[config.mk]
export PLATFORM = sky130hd
export DESIGN_NAME = cmd_fifo_param_flat
export DESIGN_NICKNAME = d
export VERILOG_FILES = /design/src/rtl/cmd_fifo_param_if.sv /design/src/rtl/cmd_fifo_param.sv /design/src/flat_wrapper.sv
export SDC_FILE = /design/constraint.sdc
export NUM_CORES = 1
export LEC_CHECK = 0
export CAP_MARGIN = 40
export CORE_AREA = 10 10 242 244
export CTS_CLUSTER_DIAMETER = 60
export CTS_CLUSTER_SIZE = 10
export DETAILED_ROUTE_END_ITERATION = 8
export DIE_AREA = 0 0 252 254
export PLACE_DENSITY = 0.67
export SLEW_MARGIN = 20
export SYNTH_ARGS = -nofsm -noshare
export SYNTH_HDL_FRONTEND = slang
export SYNTH_SLANG_ARGS = --single-unit
[constraint.sdc]
create_clock -name clk -period 4.7 [get_ports clk]
set_input_delay 0.94 -clock clk [delete_from_list [all_inputs] [get_ports clk]]
set_output_delay 0.94 -clock clk [all_outputs]
set_load 0.005 [all_outputs]
[src/rtl/cmd_fifo_param_if.sv]
// Command FIFO bus interface.
// Groups the producer/consumer handshake, read data and status signals of
// cmd_fifo_param. The master side drives requests and consumes status.
// The slave side is the FIFO itself.
interface cmd_fifo_param_if #(
  parameter int DATA_WIDTH = 32,
  parameter int DEPTH_LOG2 = 4
);
  // Requests from the producer/consumer side
  logic                  write;
  logic [DATA_WIDTH-1:0] data_in;
  logic                  read;
  logic                  clear_errors;

  // Read data and status returned by the FIFO
  logic [DATA_WIDTH-1:0] data_out;
  logic                  data_valid;
  logic                  empty;
  logic                  full;
  logic                  almost_full;
  logic                  almost_empty;
  logic [DEPTH_LOG2:0]   level;
  logic                  overflow;
  logic                  underflow;

  modport master (
    output write, data_in, read, clear_errors,
    input  data_out, data_valid, empty, full, almost_full, almost_empty,
           level, overflow, underflow
  );

  modport slave (
    input  write, data_in, read, clear_errors,
    output data_out, data_valid, empty, full, almost_full, almost_empty,
           level, overflow, underflow
  );
endinterface

[src/rtl/cmd_fifo_param.sv]
// Parametrised synchronous command FIFO feeding the VGA drawing engine.
// Supports standard (registered, 1-cycle latency) and first-word-fall-through
// read modes. It has programmable almost-full/almost-empty thresholds, an
// occupancy level output, and sticky overflow/underflow flags.
// All DEPTH entries are usable because occupancy is tracked with an explicit
// level counter rather than derived from the pointers alone.
module cmd_fifo_param #(
  parameter int DATA_WIDTH         = 32,
  parameter int DEPTH_LOG2         = 4,
  parameter int FWFT               = 0,
  parameter int ALMOST_FULL_LEVEL  = 12,
  parameter int ALMOST_EMPTY_LEVEL = 2
) (
  input  logic              clk,
  input  logic              reset,
  cmd_fifo_param_if.slave   bus
);

  localparam int DEPTH = 2 ** DEPTH_LOG2;
  localparam int LW    = DEPTH_LOG2 + 1;

  typedef logic [DEPTH_LOG2-1:0] ptr_t;
  typedef logic [LW-1:0]         lvl_t;
  typedef logic [DATA_WIDTH-1:0] word_t;

  localparam lvl_t DEPTH_LVL = lvl_t'(DEPTH);
  localparam lvl_t AF_LVL    = lvl_t'(ALMOST_FULL_LEVEL);
  localparam lvl_t AE_LVL    = lvl_t'(ALMOST_EMPTY_LEVEL);
  localparam bit   FWFT_MODE = (FWFT == 1);

  // Illegal configurations stop elaboration.
  if (DATA_WIDTH < 1) begin : g_bad_data_width
    $error("cmd_fifo_param: DATA_WIDTH must be >= 1");
  end
  if (DEPTH_LOG2 < 1) begin : g_bad_depth
    $error("cmd_fifo_param: DEPTH_LOG2 must be >= 1");
  end
  if (FWFT != 0 && FWFT != 1) begin : g_bad_fwft
    $error("cmd_fifo_param: FWFT must be 0 or 1");
  end
  if (ALMOST_FULL_LEVEL < 1 || ALMOST_FULL_LEVEL > DEPTH) begin : g_bad_af
    $error("cmd_fifo_param: ALMOST_FULL_LEVEL must be in 1..DEPTH");
  end
  if (ALMOST_EMPTY_LEVEL < 0 || ALMOST_EMPTY_LEVEL > DEPTH - 1) begin : g_bad_ae
    $error("cmd_fifo_param: ALMOST_EMPTY_LEVEL must be in 0..DEPTH-1");
  end

  // Storage; deliberately not reset so it can map onto plain RAM.
  word_t mem [DEPTH];

  ptr_t  wr_ptr_q, wr_ptr_d;
  ptr_t  rd_ptr_q, rd_ptr_d;
  lvl_t  level_q, level_d;
  word_t data_out_q, data_out_d;
  logic  data_valid_q, data_valid_d;
  logic  overflow_q, overflow_d;
  logic  underflow_q, underflow_d;

  logic  empty_w;
  logic  full_w;
  logic  read_ok;
  logic  wr_ok;

  // Status flags come straight from the registered level.
  assign empty_w = (level_q == '0);
  assign full_w  = (level_q == DEPTH_LVL);

  // In FWFT mode a read acknowledges the word already on display.
  // In standard mode a read pulls the head word out.
  // A write into a full FIFO is still accepted when a read frees a slot in
  // the same cycle. An empty FIFO never forwards a write to a same-cycle read.
  assign read_ok = bus.read && (FWFT_MODE ? data_valid_q : !empty_w);
  assign wr_ok   = bus.write && (!full_w || read_ok);

  // Next-state for pointers, occupancy, read data and sticky error flags.
  always_comb begin
    wr_ptr_d     = wr_ptr_q;
    rd_ptr_d     = rd_ptr_q;
    level_d      = level_q;
    data_out_d   = data_out_q;
    data_valid_d = data_valid_q;
    overflow_d   = overflow_q;
    underflow_d  = underflow_q;

    if (wr_ok) begin
      wr_ptr_d = wr_ptr_q + ptr_t'(1);
    end
    if (read_ok) begin
      rd_ptr_d = rd_ptr_q + ptr_t'(1);
    end

    if (wr_ok && !read_ok) begin
      level_d = level_q + lvl_t'(1);
    end else if (read_ok && !wr_ok) begin
      level_d = level_q - lvl_t'(1);
    end

    if (FWFT_MODE) begin
      // Keep the post-update head on data_out. When the new head is the slot
      // being written this edge, the RAM does not hold it yet. This happens
      // when writing into an empty FIFO, or on a write+read at level 1.
      // In that case take the word from data_in.
      // When the FIFO drains, the last popped word stays visible.
      data_valid_d = (level_d != '0);
      if (level_d != '0) begin
        if (wr_ok && (wr_ptr_q == rd_ptr_d)) begin
          data_out_d = bus.data_in;
        end else begin
          data_out_d = mem[rd_ptr_d];
        end
      end
    end else begin
      // The read word lands one cycle after the request. It is flagged
      // valid for exactly that cycle and otherwise holds.
      data_valid_d = read_ok;
      if (read_ok) begin
        data_out_d = mem[rd_ptr_q];
      end
    end

    // A clear and a new error in the same cycle leave the flag set.
    if (bus.clear_errors) begin
      overflow_d  = 1'b0;
      underflow_d = 1'b0;
    end
    if (bus.write && !wr_ok) begin
      overflow_d = 1'b1;
    end
    if (bus.read && !read_ok) begin
      underflow_d = 1'b1;
    end
  end

  // Control and output registers; reset discards all stored entries.
  always_ff @(posedge clk) begin
    if (reset) begin
      wr_ptr_q     <= '0;
      rd_ptr_q     <= '0;
      level_q      <= '0;
      data_out_q   <= '0;
      data_valid_q <= 1'b0;
      overflow_q   <= 1'b0;
      underflow_q  <= 1'b0;
    end else begin
      wr_ptr_q     <= wr_ptr_d;
      rd_ptr_q     <= rd_ptr_d;
      level_q      <= level_d;
      data_out_q   <= data_out_d;
      data_valid_q <= data_valid_d;
      overflow_q   <= overflow_d;
      underflow_q  <= underflow_d;
    end
  end

  // RAM write port; a reset cycle must not store the word on data_in.
  always_ff @(posedge clk) begin
    if (!reset && wr_ok) begin
      mem[wr_ptr_q] <= bus.data_in;
    end
  end

  assign bus.data_out     = data_out_q;
  assign bus.data_valid   = data_valid_q;
  assign bus.empty        = empty_w;
  assign bus.full         = full_w;
  assign bus.almost_full  = (level_q >= AF_LVL);
  assign bus.almost_empty = (level_q <= AE_LVL);
  assign bus.level        = level_q;
  assign bus.overflow     = overflow_q;
  assign bus.underflow    = underflow_q;

endmodule

[src/flat_wrapper.sv]
// flat-port wrapper written by rule: the top's interface ports become plain ports
module cmd_fifo_param_flat 
#(
  parameter int DATA_WIDTH         = 32,
  parameter int DEPTH_LOG2         = 4,
  parameter int FWFT               = 0,
  parameter int ALMOST_FULL_LEVEL  = 12,
  parameter int ALMOST_EMPTY_LEVEL = 2
)
  (clk, reset, bus_write, bus_data_in, bus_read, bus_clear_errors, bus_data_out, bus_data_valid, bus_empty, bus_full, bus_almost_full, bus_almost_empty, bus_level, bus_overflow, bus_underflow);
  cmd_fifo_param_if #(.DATA_WIDTH(DATA_WIDTH), .DEPTH_LOG2(DEPTH_LOG2)) bus_i ();
  input  logic clk;
  input  logic reset;
  input wire logic [$bits(bus_i.write)-1:0] bus_write;
  input wire logic [$bits(bus_i.data_in)-1:0] bus_data_in;
  input wire logic [$bits(bus_i.read)-1:0] bus_read;
  input wire logic [$bits(bus_i.clear_errors)-1:0] bus_clear_errors;
  output wire logic [$bits(bus_i.data_out)-1:0] bus_data_out;
  output wire logic [$bits(bus_i.data_valid)-1:0] bus_data_valid;
  output wire logic [$bits(bus_i.empty)-1:0] bus_empty;
  output wire logic [$bits(bus_i.full)-1:0] bus_full;
  output wire logic [$bits(bus_i.almost_full)-1:0] bus_almost_full;
  output wire logic [$bits(bus_i.almost_empty)-1:0] bus_almost_empty;
  output wire logic [$bits(bus_i.level)-1:0] bus_level;
  output wire logic [$bits(bus_i.overflow)-1:0] bus_overflow;
  output wire logic [$bits(bus_i.underflow)-1:0] bus_underflow;
  assign bus_i.write = bus_write;
  assign bus_i.data_in = bus_data_in;
  assign bus_i.read = bus_read;
  assign bus_i.clear_errors = bus_clear_errors;
  assign bus_data_out = bus_i.data_out;
  assign bus_data_valid = bus_i.data_valid;
  assign bus_empty = bus_i.empty;
  assign bus_full = bus_i.full;
  assign bus_almost_full = bus_i.almost_full;
  assign bus_almost_empty = bus_i.almost_empty;
  assign bus_level = bus_i.level;
  assign bus_overflow = bus_i.overflow;
  assign bus_underflow = bus_i.underflow;
  cmd_fifo_param #(.DATA_WIDTH(DATA_WIDTH), .DEPTH_LOG2(DEPTH_LOG2), .FWFT(FWFT), .ALMOST_FULL_LEVEL(ALMOST_FULL_LEVEL), .ALMOST_EMPTY_LEVEL(ALMOST_EMPTY_LEVEL)) u_core (.clk(clk), .reset(reset), .bus(bus_i));
endmodule
==> results.toml <==
[placement]
place_ws_ps = 753
gp_congestion = 0.749
dp_cells = 1732
dp_hpwl_mm = 26.1
io_buffers = 80

[synthesis]
yosysUniqueCellTypes = 34
synth_top_cell_area_share_pct = 72.0
synthFlopType = "edfxtp_1"
ys_top_cells_by_area = "edfxtp_1 72%, mux4_2 14%, dfxtp_1 4.5%"
synth-edff-count = 512
yosysTopAreaCell = "edfxtp_1"
synth-seq-area-share_pct = 76.5
netlist_instances = 971
async_flop_share_pct = 0
ys_ff_latch = 560
syn_area_mm2 = 0.0213
yosys_warnings = 0
yosysMostFrequentCell = "edfxtp_1"
synth_top_cells_by_count = "512 x edfxtp_1, 128 x mux4_2, 73 x nor2_1, 48 x dfxtp_1, 36 x mux2i_1"
syn_nets = 1018
syn_avg_cell_area_um2 = 22.0

[clocking]
postCtsHoldBufs = 0
cts_tree = "built"
numCtsBuffers = 67
postCtsSetupRepairBufs = 0
clkTransAtPathRegs_ps = 60
root_buffer = "clkbuf_16"
post_cts_resized = 0
clk_path_buf_depth = 3
clock_sinks = 560
h-tree-depth = 3
insertion_delay_ps = 590

[setup_path]
rr_worst_depth = 9
required_ps = 5170
crit_chain = "clkdlybuf4s50_1 > nand2b_1 > o21a_1 > ha_1 > inv_1 > fa_1 > a21o_1 > a21oi_1 > mux2i_1 > mux2_2"
worst_path_largest_cell_delay_ps = 660
worst-path-buf-inv = 2
path_class = "input pin to register"
start_kind = "input pin"
crit_fanout = 6
cp_num_cells = 10
crit_family = "buffers and inverters"
end_kind = "register"
crit_arrival_ps = 3850
crit_slowest_cell = "clkdlybuf4s50_1"
worst-r2r-setup-slack_ps = 1590

[pwr]
clkPwrFrac_pct = 35.9
ir_drop_v = 0.000239
p_switching_mw = 3.19
power_mw = 13.0
power.internal_mw = 9.77
powerDensity_mw_per_mm2 = 513
pwr-share-comb_pct = 19.2
p_sw_share_pct = 24.6
leakagePower_nw = 7.81
p_seq_share_pct = 44.9

[cells_and_area]
layout-drive-gt1-share_pct = 26.1
fin_nets = 1152
fin_cells = 1845
area_delta_synth_final_pct = 18.3
fin_util_pct = 47.1
diodes = 0

[hold_path]
hold_class = "register to register"
min_path_cells = 1

[detailed_routing]
drtIter0Drc = 854
vias = 9906
viasPerCell = 5.37
wl_mm = 44.7
route.detailed.drc = 0
dr.pass1.iters = 5
ant_nets = 0
wire_per_inst_um = 24.2

[global_route]
antenna_found_initial = 1
grt_max_degree = 57
grt_overflow = 0
track_usage_pct = 14.2
grt_pass1_wl_mm = 67.8
grt_pass1_vias = 10600

[status]
run_status = "complete, no violations"

[timing]
timing.slew.headroom_pct = 48.2
worstMarginPinSlew_ps = 775
period_needed_ps = 3370
slew_viol_final = 0
worst_clock_skew_ps = 18.9
fin_tns_setup_ps = 0
fmax_mhz = 296
finalSetupViolations = 0
rsz0062_at_grt = "no"
hold_viol_final = 0
setup_slack_ps = 1330
layout_worst_path_cycle_share_pct = 71.8

[flow_run]
cap_violations = 0

[floorplanning]
core-area_mm2 = 0.0536
ioPinCount = 81
rows = 85
dieHeight_um = 254
start_util_pct = 39.8
dieArea_mm2 = 0.0640
die_w_um = 252
## cell usage in the layout (no fill, tap or decap), types with 2 or more instances in the layout
cell type / count
ha_1: 9
clkbuf_16: 68
dfxtp_4: 3
clkbuf_1: 35
nand2_1: 7
clkinv_8: 3
mux2_2: 33
mux4_2: 128
clkdlybuf4s50_1: 80
buf_4: 23
nor2b_1: 2
dfxtp_1: 45
and3_1: 2
a221o_1: 32
inv_6: 3
nor2_1: 57
o211ai_1: 3
edfxtp_1: 512
xor2_1: 7
mux2i_1: 36
a21o_1: 2
a21oi_1: 5
nand3b_1: 2
clkinv_2: 2
inv_1: 4
buf_12: 12
nor2_4: 16
xnor2_1: 2
buf_16: 2
## layer usage
metal | routed length [µm] | vias to the layer above | track usage (%)
met4 | 1030 | 2 | 4.74
li1 | - | 4306 | -
met2 | 22400 | 251 | 23.4
met5 | 13 | - | 0
met1 | 18800 | 5270 | 18.1
met3 | 2390 | 77 | 3.38
## cell families after synthesis
group	count (synthesis)	synth area share [%]
xor gates and xnor gates	9	0.369
muxes	197	16.9
DFF	560	76.5
AOI/OAI and AO/OA	48	2.10
and+or+nand+nor	91	1.80
buffers and inverters	56	1.64
adders and majority gates	10	0.621
## power groups by stage
stage / Sequential, mW / Clock, mW / Combinational [mW]
5_1_grt: 5.84 / 4.98 / 2.70
3_3_place_gp: 6.03 / 0 / 2.37
2_1_floorplan: 5.81 / 0 / 1.80
3_5_place_dp: 5.92 / 0 / 2.54
6_report: 5.81 / 4.65 / 2.49
4_1_cts: 5.82 / 4.76 / 2.55
## metrics by stage
| step | hold slack (ps) | instance area (µm²) |
|---|---|---|
| after detailed placement | 476 | 23300 |
| after global placement | 472 | 23200 |
| after floorplan | 482 | 21300 |
| after global routing | 507 | 25300 |
| final | 487 | 25300 |
| after CTS | 488 | 25300 |
## layout make-up
cell class	count	area (µm²)
Fill cell	4398	28300
Sequential cell	560	16300
Multi-Input combinational cell	355	4790
Clock buffer	104	1850
Timing Repair Buffer	117	1270
Tap cell	696	871
Clock inverter	9	115
Inverter	4	15.0
## final timing paths
check                         startpoint                endpoint
setup reg to reg     u_core.bus.level[0]     u_core.bus.level[4]
setup / recovery                bus_read     u_core.bus.level[4]
hold / removal    u_core.bus.data_out[5]  u_core.bus.data_out[5]
hold reg to reg   u_core.bus.data_out[5]  u_core.bus.data_out[5]
## state kept, by name (all words and copies together), names as in the netlist
name	count
u_core.bus.underflow	1
u_core.rd_ptr_q	4
u_core.wr_ptr_q	4
u_core.bus.data_valid	1
u_core.mem	512
u_core.bus.level	5
u_core.bus.data_out	32
u_core.bus.overflow	1
(Power assumes the default switching activity.)
==> RTL change 1: new RTL, same settings <==
`DATA_WIDTH` is set to 32 in 3 places; all go to 40.
--- a/src/rtl/cmd_fifo_param_if.sv
+++ b/src/rtl/cmd_fifo_param_if.sv
@@ -4,5 +4,5 @@
 // The slave side is the FIFO itself.
 interface cmd_fifo_param_if #(
-  parameter int DATA_WIDTH = 32,
+  parameter int DATA_WIDTH = 40,
   parameter int DEPTH_LOG2 = 4
 );
--- a/src/rtl/cmd_fifo_param.sv
+++ b/src/rtl/cmd_fifo_param.sv
@@ -6,5 +6,5 @@
 // level counter rather than derived from the pointers alone.
 module cmd_fifo_param #(
-  parameter int DATA_WIDTH         = 32,
+  parameter int DATA_WIDTH         = 40,
   parameter int DEPTH_LOG2         = 4,
   parameter int FWFT               = 0,
--- a/src/flat_wrapper.sv
+++ b/src/flat_wrapper.sv
@@ -2,5 +2,5 @@
 module cmd_fifo_param_flat 
 #(
-  parameter int DATA_WIDTH         = 32,
+  parameter int DATA_WIDTH         = 40,
   parameter int DEPTH_LOG2         = 4,
   parameter int FWFT               = 0,
Ports: changed (resized bus_data_in and bus_data_out); port bits go from 81 to 97. The function was not compared with the original's and may differ.
==> RTL change 1 against the unedited design <==
Cell area is 22% higher; final cell count grew 14%; worst setup slack better by 0.059 ns; sequential cell count grew 136; wire length rose by 25%; synthesized area increased by 24%; total power is 23% higher; critical path type unchanged; largest power group unchanged.
==> RTL change 1: results (changes against the unedited design) <==
qor: final_layout.largest_register_ff_count 640 [+25%]
qor: synth.yosysTopAreaCellShare 0.729 [+0.00874]
qor: timing.finClkSkew 0.0187 ns [-0.000190 ns]
qor: power.leakage 0.00955 uW [+22%]
qor: final_layout.final_net_count 1396 [+21%]
qor: drt.drt-vias-per-instance 5.85 [+8.9%]
qor: final_layout.nFillCells 3879 [-12%]
qor: placement.place_hpwl 33.0 mm [+26%]
qor: synth.avgSynthCellArea 22.3 sq um [+1.5%]
qor: clocking.numCtsBuffers 80 [+19%]
qor: global_route.grt_use_total 0.176 [+0.0348]
qor: critical_path.crit_arrival 3.80 ns [-0.05 ns]
qor: placement.gp_congestion 0.777 [+3.7%]
qor: power.peakVddDrop 343 uV [+43%]
qor: global_route.grt_pass1_vias 12947 [+23%]
qor: global_route.globalRouteMet3Util 0.0323 [-0.00153]
qor: global_route.groute.layer.met1.usage 0.230 [+0.0488]
qor: final_layout.layout-drive-gt1-share 0.255 [-0.00575]
qor: drt.total_wirelength_of_the_detailed_routed_design 55.7 mm [+25%]
qor: synth.synth.yosys.seq_area_share 0.772 [+0.00624]
qor: global_route.grt_pass1_wl 84.1 mm [+24%]
qor: final_layout.final_cells 2099 [+14%]
qor: drt.met3WireLength 2.64 mm [+11%]
qor: placement.port_buf_inserts 96 [+20%]
qor: clocking.ctsHtreeMaxLevel 3 [unchanged]
qor: global_route.antenna_found_initial 2 [+1]
qor: synth.synth-edff-count 640 [+25%]
qor: clocking.clk-insertion-delay-late 0.60 ns
qor: timing.timing.slew.headroom 0.448 [-0.0342]
qor: status.run_status finished, final reports clean
qor: critical_path.cp_slowest_cell sky130_fd_sc_hd__clkdlybuf4s50_1
qor: synth.ffs_w_async_s_r_synth 0 [unchanged]
qor: synth.ys_top_cells_by_area sky130_fd_sc_hd__edfxtp_1 (73%), sky130_fd_sc_hd__mux4_2 (14%), sky130_fd_sc_hd__dfxtp_1 (4.3%), sky130_fd_sc_hd__mux2_2 (1.8%), sky130_fd_sc_hd__mux2i_1 (1.7%)
qor: synth.synth_common_cells sky130_fd_sc_hd__edfxtp_1 (640), sky130_fd_sc_hd__mux4_2 (160), sky130_fd_sc_hd__nor2_1 (81)
qor: global_route.maximum_number_of_pins_on_one_net_before_global_route_repair 78 [+37%]
qor: drt.m1WireLength 23.2 mm [+24%]
qor: placement.place.detailed.instances 1955 [+13%]
qor: global_route.use_met2 0.298 [+0.0634]
qor: drt.wl_met2 28.4 mm [+27%]
## RTL change 1: cell types whose count changed after synthesis, sizes merged
cell and change:
mux2 +8, edfxtp +128, a221o +8, buf +11, nor2 +8, mux2i +8
mux4 +32, dfxtp +8
## RTL change 1: worst min-delay path by stage
stage | startpoint | to | slack [ns] | depth (start not counted)
after floorplan | u_core.bus.data_out[0]$_SDFFE_PP0P_ | u_core.bus.data_out[0]$_SDFFE_PP0P_ | 0.48 | 1
after detailed placement | u_core.bus.data_out[5]$_SDFFE_PP0P_ | u_core.bus.data_out[5]$_SDFFE_PP0P_ | 0.48 | 1
final | u_core.bus.data_out[20]$_SDFFE_PP0P_ | u_core.bus.data_out[20]$_SDFFE_PP0P_ | 0.48 | 1
after global placement | u_core.bus.data_out[17]$_SDFFE_PP0P_ | u_core.bus.data_out[17]$_SDFFE_PP0P_ | 0.47 | 1
after CTS | u_core.bus.data_out[5]$_SDFFE_PP0P_ | u_core.bus.data_out[5]$_SDFFE_PP0P_ | 0.49 | 1
after global routing | u_core.bus.data_out[20]$_SDFFE_PP0P_ | u_core.bus.data_out[20]$_SDFFE_PP0P_ | 0.51 | 1
## RTL change 1: cell families (layout without fill, tap and decap cells)
| logic type | Yosys count | count (layout) | share of synthesized area |
|---|---|---|---|
| DFF | 696 | 696 | 0.772 |
| xor gates and xnor gates | 9 | 9 | 0.00299 |
| adders and majority gates | 10 | 10 | 0.00503 |
| other | 0 | 1 | 0 |
| and+or+nand+nor | 99 | 99 | 0.0160 |
| AOI/OAI and AO/OA | 56 | 56 | 0.0200 |
| buffers and inverters | 67 | 287 | 0.0133 |
| muxes | 245 | 245 | 0.171 |
## RTL change 1: where the power goes
part	internal (uW)	switching (uW)
clock	3310	2300
combinational	1710	1370
sequential	6980	245
total	12000	3910
## RTL change 1: cell type report
type | instances | area (sq um) | share of cell area
Tap cell | 696 | 871 | 0.0282
Sequential cell | 696 | 20400 | 0.660
Clock inverter | 5 | 45.0 | 0.00146
Inverter | 4 | 15.0 | 0.000487
Antenna cell | 1 | 2.50 | 0.0000811
Timing Repair Buffer | 140 | 1460 | 0.0472
Clock buffer | 138 | 2300 | 0.0747
Multi-Input combinational cell | 419 | 5800 | 0.188
## RTL change 1: metrics by stage
step / area, sq um / power, uW / setup WS (ns) / hold WS (ns)
final: 30800 / 15900 / 1.38 / 0.483
after global routing: 30800 / 16500 / 1.21 / 0.514
after CTS: 30800 / 16100 / 1.38 / 0.488
after detailed placement: 28500 / 10500 / 0.775 / 0.475
after global placement: 28400 / 10500 / 0.800 / 0.469
after floorplan: 26400 / 9350 / 0.982 / 0.482
==> RTL change 2: new RTL, same settings <==
Made on the original files. Reset style: asynchronous (`reset`), changed in one clocked block.
--- a/src/rtl/cmd_fifo_param.sv
+++ b/src/rtl/cmd_fifo_param.sv
@@ -133,5 +133,5 @@
 
   // Control and output registers; reset discards all stored entries.
-  always_ff @(posedge clk) begin
+  always_ff @(posedge clk or posedge reset) begin
     if (reset) begin
       wr_ptr_q     <= '0;
Check against the original RTL: differs if reset is asserted again (counterexample within 4 cycles, from zero or initial values and one cycle with reset high); with reset held inactive, the same outputs for 4 cycles.
==> RTL change 2 against the unedited design <==
Sequential power grew 8.4%; critical endpoint is now bus_full; total power grew 14%; utilization grew 0.32 points; synthesized area grew 0.84%; clock skew shrank 0.0018 ns; register-to-register slack lost 0.26 ns; sequential cell count is the same; cell area grew 0.68%; wire length grew 1.2%; global-route usage grew 0.28 points; worst setup slack lost 0.19 ns; critical path depth shrank 6; synthesized cell count shrank 1.5%.
==> RTL change 2: results (changes against the unedited design) <==
qor: synth.post_synth_num_cell_types 41 [+21%]
qor: clocking.post_cts_resize_count 0 [unchanged]
qor: critical_path.critical_path.startpoint_type flop
qor: synth.synth-adder-area-share 0.00616 [-0.0000517]
qor: critical_path.worst_path_dominant_cell_family simple AND/OR/NAND/NOR gates
qor: synth.fraction_of_the_mapped_netlist_area_in_compound_gates 0.0359 [+0.0149]
qor: critical_path.reg2reg_from u_core.bus.level[0]$_DFFE_PP0P_
qor: synth.synthMuxAreaShare 0.157 [-0.0124]
qor: synth.synth_common_cells sky130_fd_sc_hd__edfxtp_1 (512), sky130_fd_sc_hd__mux4_2 (128), sky130_fd_sc_hd__dfrtp_1 (48)
qor: clocking.numCtsBuffers 66 [-1.5%]
qor: synth.synth.yosys.seq_area_share 0.770 [+0.00480]
qor: timing.timing.slew.headroom 0.457 [-0.0249]
qor: min_path.hold_path_startpoint u_core.bus.data_out[6]$_DFFE_PP0P_
qor: status.run_status finished, final reports clean
qor: critical_path.endpoint bus_full
qor: critical_path.cp_slowest_cell sky130_fd_sc_hd__or4_1
qor: drt.dr_total_vias 9987 [+0.82%]
qor: timing.finClkSkew 0.0170 ns [-0.00183 ns]
qor: placement.place_hpwl 27.0 mm [+3.5%]
qor: placement.placement.cell_area 23400 sq um [+0.59%]
qor: global_route.antenna_found_initial 0 [-1]
qor: drt.total_wirelength_of_the_detailed_routed_design 45.2 mm [+1.2%]
qor: power.power 14800 uW [+14%]
qor: min_path.whs_endpoint u_core.bus.data_out[6]$_DFFE_PP0P_
qor: placement.port_buf_inserts 80 [unchanged]
qor: global_route.grt_pass1_wl 69.0 mm [+1.7%]
qor: critical_path.cp_slowest_stage_delay 0.69 ns [+0.03 ns]
qor: synth.ffs_w_async_s_r_synth 0.0857 [+0.0857]
qor: critical_path.crit_arrival 2.63 ns [-1.22 ns]
qor: final_layout.final_net_count 1138 [-1.2%]
qor: drt.drt_iter0_markers 729 [-15%]
qor: power.pint 10700 uW [+9.7%]
qor: global_route.maximum_number_of_pins_on_one_net_before_global_route_repair 44 [-23%]
qor: min_path.hold_depth 2 [+1]
qor: power.peakVddDrop 290 uV [+21%]
qor: synth.synth_nets 1003 [-1.5%]
qor: power.share_comb_of_total_power 0.262 [+0.070]
qor: placement.place.detailed.instances 1717 [-0.87%]
qor: power.pwr.group.sequential 6300 uW [+8.4%]
qor: synth.yosys.area_share.xor_xnor 0.00366 [-0.0000307]
qor: critical_path.r2r_end u_core.bus.level[4]$_DFFE_PP0P_
qor: synth.ys_top_cells_by_area sky130_fd_sc_hd__edfxtp_1 (71%), sky130_fd_sc_hd__mux4_2 (13%), sky130_fd_sc_hd__dfrtp_1 (5.6%), sky130_fd_sc_hd__mux2i_1 (1.3%), sky130_fd_sc_hd__o22ai_2 (1.1%)
qor: global_route.grt_use_total 0.144 [+0.00283]
qor: power.leakage 0.00810 uW [+3.7%]
qor: critical_path.reg2reg_setup_slack 1.33 ns [-0.26 ns]
qor: final_layout.layout-drive-gt1-share 0.286 [+0.0247]
qor: global_route.grt_pass1_vias 10862 [+2.9%]
qor: placement.gp_congestion 0.750 [+0.12%]
[RTL change 2: final cells by class]
cell class / count / area (sq um)
Tap cell: 696 / 871
Sequential cell: 560 / 16600
Clock buffer: 111 / 1930
Fill cell: 4341 / 28200
Timing Repair Buffer: 118 / 1240
Multi-Input combinational cell: 337 / 4750
Inverter: 8 / 32.5
Clock inverter: 3 / 23.8
[RTL change 2: kinds of logic after synthesis]
logic type | Yosys count
fa+ha+maj | 10
simple gates | 60
compound gates | 83
buf+inv | 59
mux | 175
flops | 560
xor+xnor | 9
[RTL change 2: routing by layer]
metal	global-route usage	routed length (microns)
met3	0.0281	2000
met5	0	0
met4	0.0464	1080
met1	0.182	18900
met2	0.247	23200
[RTL change 2: through the flow]
step                setup WS [ns]   util  hold slack [ns]
floorplan                   0.571      -            0.480
global placement            0.992  0.436            0.481
detailed placement          0.927  0.437            0.473
CTS                          1.09  0.474            0.503
global route                 1.02  0.474            0.518
finish                       1.13  0.474            0.496
